===== config.mk =====
export PLATFORM = sky130hd
export DESIGN_NAME = digital_tube_flat
export DESIGN_NICKNAME = d
export VERILOG_FILES = /design/src/rtl/digital_tube_if.sv /design/src/rtl/digital_tube.sv /design/src/flat_wrapper.sv
export SDC_FILE = /design/constraint.sdc
export NUM_CORES = 1
export LEC_CHECK = 0
export ABC_AREA = 1
export ABC_CLOCK_PERIOD_IN_PS = 5000
export BUFFER_PORTS_ARGS = -buffer_cell sky130_fd_sc_hd__buf_2
export CAP_MARGIN = 40
export CORE_MARGIN = 4
export CORE_UTILIZATION = 36
export DETAILED_ROUTE_END_ITERATION = 8
export PLACE_DENSITY_LB_ADDON = 0.2
export RECOVER_POWER = 25
export SLEW_MARGIN = 5
export SYNTH_ARGS = -nofsm -noshare
export SYNTH_HDL_FRONTEND = slang
export SYNTH_SLANG_ARGS = --single-unit

===== constraint.sdc =====
create_clock -name clk -period 5 [get_ports clk]
set_clock_uncertainty 0.2 [all_clocks]
set_input_delay 0.25 -clock clk [delete_from_list [all_inputs] [get_ports clk]]
set_output_delay 0.25 -clock clk [all_outputs]
set_load 0.005 [all_outputs]

===== src/rtl/digital_tube_if.sv =====
// CPU bus bundle for the digital tube peripheral.
// Valid/ready semantics: this bus has no ready; a write is accepted on every
// rising clk edge where WE=1, and DEV_RD is valid combinationally for ADDR.
interface digital_tube_if;
   logic [31:0] ADDR;
   logic        WE;
   logic [3:0]  BE;
   logic [31:0] DEV_WD;
   logic [31:0] DEV_RD;

   modport master (output ADDR, output WE, output BE, output DEV_WD, input DEV_RD);
   modport slave  (input ADDR, input WE, input BE, input DEV_WD, output DEV_RD);
endinterface


===== src/rtl/digital_tube.sv =====
// Eight-digit multiplexed seven-segment driver with a DATA/CTRL register pair
// on the CPU bus. Each digit is lit for SCAN_DIV cycles in turn, 0..7.
module digital_tube #(
   parameter int SCAN_DIV = 50000
) (
   input  logic             clk,
   input  logic             reset,
   digital_tube_if.slave    bus,
   output logic [7:0]       tube_sel,
   output logic [7:0]       tube_seg
);

   localparam logic [31:0] ADDR_DATA = 32'h0000_7f38;
   localparam logic [31:0] ADDR_CTRL = 32'h0000_7f3c;
   localparam logic [15:0] CNT_MAX   = 16'(SCAN_DIV - 1);

   logic [31:0] data;
   logic        en;
   logic [7:0]  blank;
   logic [15:0] cnt;
   logic [2:0]  dig;
   logic        hit_data;
   logic        hit_ctrl;
   logic [3:0]  nib;
   logic [7:0]  sel_next;
   logic [7:0]  seg_next;

   assign hit_data = (bus.ADDR == ADDR_DATA);
   assign hit_ctrl = (bus.ADDR == ADDR_CTRL);

   // Register file: byte-enabled writes; CTRL keeps only EN and the BLANK mask.
   always_ff @(posedge clk) begin
      if (reset) begin
         data  <= 32'h0;
         en    <= 1'b0;
         blank <= 8'h0;
      end else if (bus.WE) begin
         if (hit_data) begin
            for (int i = 0; i < 4; i++) begin
               if (bus.BE[i]) data[8*i +: 8] <= bus.DEV_WD[8*i +: 8];
            end
         end
         if (hit_ctrl) begin
            if (bus.BE[0]) en    <= bus.DEV_WD[0];
            if (bus.BE[1]) blank <= bus.DEV_WD[15:8];
         end
      end
   end

   // Read mux: unmapped addresses and reserved CTRL bits read as zero.
   always_comb begin
      bus.DEV_RD = 32'h0;
      if (hit_data)      bus.DEV_RD = data;
      else if (hit_ctrl) bus.DEV_RD = {16'h0, blank, 7'h0, en};
   end

   // Scan timebase: free-running, independent of EN and of bus writes.
   always_ff @(posedge clk) begin
      if (reset) begin
         cnt <= 16'h0;
         dig <= 3'd0;
      end else if (cnt == CNT_MAX) begin
         cnt <= 16'h0;
         dig <= dig + 3'd1;
      end else begin
         cnt <= cnt + 16'h1;
      end
   end

   // Digit decode for the current scan position; dark when disabled or blanked.
   always_comb begin
      sel_next = 8'hFF;
      seg_next = 8'hFF;
      nib      = 4'(data >> {dig, 2'b00});
      if (en && !blank[dig]) begin
         sel_next = ~(8'h01 << dig);
         case (nib)
            4'h0: seg_next = 8'hC0;
            4'h1: seg_next = 8'hF9;
            4'h2: seg_next = 8'hA4;
            4'h3: seg_next = 8'hB0;
            4'h4: seg_next = 8'h99;
            4'h5: seg_next = 8'h92;
            4'h6: seg_next = 8'h82;
            4'h7: seg_next = 8'hF8;
            4'h8: seg_next = 8'h80;
            4'h9: seg_next = 8'h90;
            4'hA: seg_next = 8'h88;
            4'hB: seg_next = 8'h83;
            4'hC: seg_next = 8'hC6;
            4'hD: seg_next = 8'hA1;
            4'hE: seg_next = 8'h86;
            default: seg_next = 8'h8E;
         endcase
      end
   end

   // Output register: glitch-free pins, one cycle behind the internal state.
   always_ff @(posedge clk) begin
      if (reset) begin
         tube_sel <= 8'hFF;
         tube_seg <= 8'hFF;
      end else begin
         tube_sel <= sel_next;
         tube_seg <= seg_next;
      end
   end

endmodule


===== src/flat_wrapper.sv =====
// flat-port wrapper written by rule: the top's interface ports become plain ports
module digital_tube_flat 
#(
   parameter int SCAN_DIV = 50000
)
  (clk, reset, tube_sel, tube_seg, bus_ADDR, bus_WE, bus_BE, bus_DEV_WD, bus_DEV_RD);
  digital_tube_if bus_i ();
  input  logic clk;
  input  logic reset;
  output logic [7:0] tube_sel;
  output logic [7:0] tube_seg;
  input wire logic [$bits(bus_i.ADDR)-1:0] bus_ADDR;
  input wire logic [$bits(bus_i.WE)-1:0] bus_WE;
  input wire logic [$bits(bus_i.BE)-1:0] bus_BE;
  input wire logic [$bits(bus_i.DEV_WD)-1:0] bus_DEV_WD;
  output wire logic [$bits(bus_i.DEV_RD)-1:0] bus_DEV_RD;
  assign bus_i.ADDR = bus_ADDR;
  assign bus_i.WE = bus_WE;
  assign bus_i.BE = bus_BE;
  assign bus_i.DEV_WD = bus_DEV_WD;
  assign bus_DEV_RD = bus_i.DEV_RD;
  digital_tube #(.SCAN_DIV(SCAN_DIV)) u_core (.clk(clk), .reset(reset), .bus(bus_i), .tube_sel(tube_sel), .tube_seg(tube_seg));
endmodule

==> results of run 1 <==
worst max-delay path, cell delays in order:
cell      delay, ns
buf_2          0.10
nor2_1         0.12
nand4_1        0.15
nor2_2         0.12
buf_4          0.41
nand2_1        0.59
clkinv_1       0.38
nand3_1        0.11
nand2_1        0.10
buf_2          0.12
synthesized netlist by cell type:
library cell / count / area (sq um)
xnor2_1: 1 / 8.76
o21ai_0: 3 / 15.0
clkbuf_1: 11 / 41.3
nand3_2: 3 / 30.0
nor3_1: 29 / 145
buf_4: 4 / 30.0
buf_2: 10 / 50.1
a21oi_2: 1 / 8.76
nor4_2: 2 / 25.0
nand4_1: 46 / 288
conb_1: 1 / 3.75
a21oi_1: 49 / 245
or2_1: 1 / 6.26
nand3b_2: 1 / 11.3
buf_6: 7 / 78.8
nand2_1: 163 / 612
xor2_1: 4 / 35.0
nor3_2: 3 / 30.0
inv_1: 59 / 221
or2_2: 1 / 6.26
or2_0: 2 / 12.5
nor2_1: 37 / 139
nor2_4: 2 / 22.5
dfxtp_1: 75 / 1500
clkinv_1: 5 / 18.8
nor3_4: 1 / 16.3
nand2_2: 3 / 18.8
nand3_1: 87 / 435
inv_2: 5 / 18.8
ha_1: 12 / 150
final timing paths:
kind         slack [ns]                  to           from  cells after the start
max                2.09       bus_DEV_RD[0]   bus_ADDR[29]                     10
min               0.005      u_core.data[9]  bus_DEV_WD[9]                      3
max reg2reg        2.35  u_core.tube_seg[0]  u_core.dig[0]                     10
min reg2reg        0.25       u_core.cnt[0]  u_core.cnt[0]                      1
state kept, by name (all words and copies together) (netlist names):
signal,cells
u_core.en,1
u_core.tube_seg,7
u_core.cnt,16
u_core.data,32
u_core.tube_sel,8
u_core.dig,3
u_core.blank,8
cells by family after synthesis:
| logic type | share of synthesized area [%] |
|---|---|
| other | 0.0888 |
| DFF | 35.5 |
| buffers and inverters | 10.9 |
| xor gates and xnor gates | 1.04 |
| adders and majority gates | 3.55 |
| AOI/OAI and AO/OA | 6.37 |
| and+or+nand+nor | 42.6 |
final cells by class:
| type | instances | share of cell area [%] |
|---|---|---|
| Multi-Input combinational cell | 452 | 42.9 |
| Sequential cell | 75 | 28.5 |
| Tap cell | 143 | 3.40 |
| Clock inverter | 5 | 1.95 |
| Inverter | 69 | 4.92 |
| Clock buffer | 10 | 4.35 |
| Timing Repair Buffer | 134 | 14.0 |
stage by stage:
stage	cell area (sq um)	total power [mW]	setup WS, ns	hold slack, ns	utilization, %
after detailed placement	4810	0.671	2.16	0.250	41.9
final	5270	1.39	2.09	0.00513	45.9
after CTS	5290	1.41	2.15	0.00303	46.1
after global routing	5270	1.45	1.81	0.00703	45.9
after global placement	4810	0.669	2.23	0.228	41.9
after floorplan	4230	0.637	3.19	0.217	-
routing by layer:
metal  up-vias  GRT usage (%)  part of all wire, %
met1      2100           25.7                   45
met3        30           3.47                  5.7
li1       2303              -                    -
met4         0           8.20                  3.1
met5         -              0                    0
met2       153           30.2                   47
what timing repair did:
action / in CTS / in global routing
buffers inserted: 0 / 0
endpoints found under the hold margin: 15 / 0
hold buffers: 15 / 0
power breakdown:
group / total (mW) / internal [mW] / switching [mW]
clock: 0.728 / 0.484 / 0.244
combinational: 0.0651 / 0.0324 / 0.0327
sequential: 0.601 / 0.600 / 0.00148
total: 1.39 / 1.12 / 0.278
==> qor.csv, run 1 <==
metric,value,unit
multiInputGateArea,2260,sq um
seq_area_frac_synth,35.5,%
tns,0,ns
area_growth_syn_to_layout,24.6,%
worstPathArrival,2.46,ns
grt_max_degree,49,
post_cts_resized,0,
slew_headroom,43.6,%
seqCellArea,1500,sq um
path_max_fanout,48,
numCtsBuffers,9,
leakagePower,2.20,nW
outcome,finished clean,
drc,0,
cap_violations,0,
nFillCells,1196,
period_share,58.2,%
grt_pass1_vias,4384,
hp-class,in2reg,
critPathLaunchType,primary input,
gp_congestion,0.892,
syn_avg_cell_area,6.73,sq um
fin_crit,2.91,ns
final_common_cell,nand2_1,
timing.fmax,344,MHz
cts.path.max_buffers,2,
initial_utilization,36.8,%
maxSlewViolCount,0,
ys_ff_latch,75,
grt_antenna_before_repair,0,
end_kind,output port,
port_buffers,117,
tightest_slew,0.846,ns
fin_nets,824,
netlist_area,4230,sq um
dr.pass1.iters,5,
mostFrequentLayoutCells,"164 x nand2_1, 105 x buf_2, 88 x nand3_1, 75 x dfxtp_1, 59 x inv_1",
clock-root-buffer,clkbuf_16,
peakVddDrop,0.155,mV
die_height,116,microns
num_vias,4586,
powerDensity,265,nW/um^2
grt_pass1_wl,20.8,mm
core-area,11500,sq um
final_cells,888,
grt.total_usage,19.1,%
dieArea,13500,sq um
routed_wl,12.4,mm
place_hpwl,9.34,mm
htreeDepth,3,
dp.cells,858,
via_per_inst,5.16,
worstSkewPairLatency,0.33,ns
routedWlPerCell,14.0,microns
synth_fp_nets,711,
setup_violations,0,
grt_overflow,0,
die_w,116,microns
clock-sinks,75,
drive_above_1_share,19.1,%
clk_pin_slew_worst_paths,0.06,ns
rsz0062_at_grt,no,
drtIter0Drc,422,
postRouteAntennaNets,0,
worst_ep_required_time,4.55,ns
synth-warning-count,0,
synth_cell_types,30,
diodes,0,
critPathKind,in2out,
cts_tree,done,
hold_violations,0,
synthCells,628,
rows,39,
ioPinCount,119,
Power figures use the tool's default switching activity.
==> run 2: changes to the inputs <==
--- a/config.mk
+++ b/config.mk
@@ -6,7 +6,7 @@
 export NUM_CORES = 1
 export LEC_CHECK = 0
 export ABC_AREA = 1
-export ABC_CLOCK_PERIOD_IN_PS = 5000
+export ABC_CLOCK_PERIOD_IN_PS = 2600
 export BUFFER_PORTS_ARGS = -buffer_cell sky130_fd_sc_hd__buf_2
 export CAP_MARGIN = 40
 export CORE_MARGIN = 4
==> constraint.sdc (replaced) <==
create_clock -name clk -period 2.6 [get_ports clk]
set_clock_uncertainty 0.2 [all_clocks]
set_input_delay 0.13 -clock clk [delete_from_list [all_inputs] [get_ports clk]]
set_output_delay 0.13 -clock clk [all_outputs]
set_load 0.005 [all_outputs]
==> run 2 against run 1 <==
  * First-iteration DRC count shrank 20%
  * Die area is the same
  * Combinational power grew 130%
==> qor.csv, run 2 (synthesis gave the netlist of run 1 again) <==
metric,value,unit
outcome,finished clean,
grt.total_usage,19.3,%
area_growth_syn_to_layout,30.6,%
nFillCells,1189,
end_kind,register,
tns,0,ns
peakVddDrop,0.378,mV
numCtsBuffers,9,
clk_pin_slew_worst_paths,0.06,ns
cap_violations,0,
cts.path.max_buffers,2,
grt_pass1_wl,21.0,mm
clock-sinks,75,
dr.pass1.iters,5,
crit_path_top_delay_cell,dfxtp_1,
diodes,0,
setup_ws,0.319,ns
top_register,u_core.data,
reg_top3,"u_core.data: 32 flops, u_core.cnt: 16 flops",
dieArea,13500,sq um
timing.fmax,438,MHz
drc,0,
gp_congestion,0.912,
grt_max_degree,43,
hold_violations,0,
mostFrequentLayoutCells,"163 x nand2_1, 104 x buf_2, 87 x nand3_1, 75 x dfxtp_1, 59 x inv_1",
seqCellArea,1500,sq um
critPathLaunchType,register,
routed_wl,12.7,mm
final_cells,916,
critPathKind,reg2reg,
power,2.66,mW
final_common_cell,nand2_1,
initial_utilization,36.8,%
leakagePower,2.31,nW
multiInputGateArea,2260,sq um
grt_antenna_before_repair,0,
grt_pass1_vias,4442,
hp-start,bus_BE[0],
routedWlPerCell,13.8,microns
place_hpwl,9.61,mm
drive_above_1_share,19.5,%
dp_slack,0.348,ns
place_area,4890,sq um
whs,0.147,ns
cpPeakStageDelay,0.62,ns
cts_tree,done,
ioPinCount,119,
rows,39,
via_per_inst,5.08,
die_height,116,microns
finish.instance_area,5520,sq um
worst_ep_required_time,2.60,ns
worstSkewPairLatency,0.34,ns
post_cts_buffers,0,
hp-class,in2reg,
dp.cells,867,
grt_overflow,0,
setup_violations,0,
powerDensity,483,nW/um^2
htreeDepth,3,
drtIter0Drc,339,
fin_nets,851,
cp_cell_sequence,"inv_1, nand3_1, nand2_1, ha_1, inv_1, nand3_1, nand3_1, nand3_1",
maxSlewViolCount,0,
num_vias,4651,
rsz0062_at_grt,no,
postRouteAntennaNets,0,
worstPathArrival,2.28,ns
core-area,11500,sq um
cp-startpoint,u_core.dig[2],
period_share,87.7,%
port_buffers,117,
crit_path_frequent_cell,nand3_1,
clock-root-buffer,clkbuf_16,
fin_crit,2.28,ns
largest_reg_flops,32,
utilization,48.1,%
r2r_start,u_core.dig[2],
path_max_fanout,11,
tightest_slew,0.587,ns
die_w,116,microns
slew_headroom,60.6,%
## run 2: cell count changes in the layout (fill, tap and decap cells not counted), sizes merged
cell / before / now
bufinv: 3 / 2
clkinv: 6 / 7
buf: 107 / 114
clkinvlp: 1 / 2
clkbuf: 22 / 24
dlygate4sd3: 15 / 33
## run 2: timing repair
action                    in CTS  in global routing
hold buffers                  33                  0
hold endpoints to repair      44                  0
gates resized for setup        0                  0
## run 2: path summary, 6_finish.rpt
path / slack [ns] / to / cells past startpoint
setup reg to reg: 0.32 / u_core.tube_seg[0] / 8
setup / recovery: 0.32 / u_core.tube_seg[0] / 8
hold reg to reg: 0.25 / u_core.cnt[0] / 1
hold / removal: 0.15 / u_core.data[7] / 5
## run 2: critical path, delay by kind of cell (launching register included)
family	cells	cell delay [ns]
adders and majority gates	1	0.30
buffers and inverters	2	0.44
DFF	1	0.62
and+or+nand+nor	5	0.58
## run 2: cell type report
cell class	instances	share of cell area (%)
inverter	69	4.69
multi-input combinational	452	41.0
sequential	75	27.2
timing repair buffer	161	17.9
clock inverter	6	1.61
tap	143	3.24
clock buffer	10	4.33
## run 2: where the power goes
part	total, mW	internal (mW)	switching, mW
sequential	1.16	1.15	0.00315
clock	1.36	0.866	0.493
combinational	0.148	0.0811	0.0671
## run 2: metal layers
| metal | wire length, microns | vias to the layer above | track usage (%) |
|---|---|---|---|
| li1 | - | 2358 | - |
| met1 | 5630 | 2122 | 25.0 |
| met2 | 6000 | 146 | 31.5 |
| met3 | 721 | 25 | 4.30 |
| met4 | 330 | 0 | 7.12 |
| met5 | 0 | - | 0 |
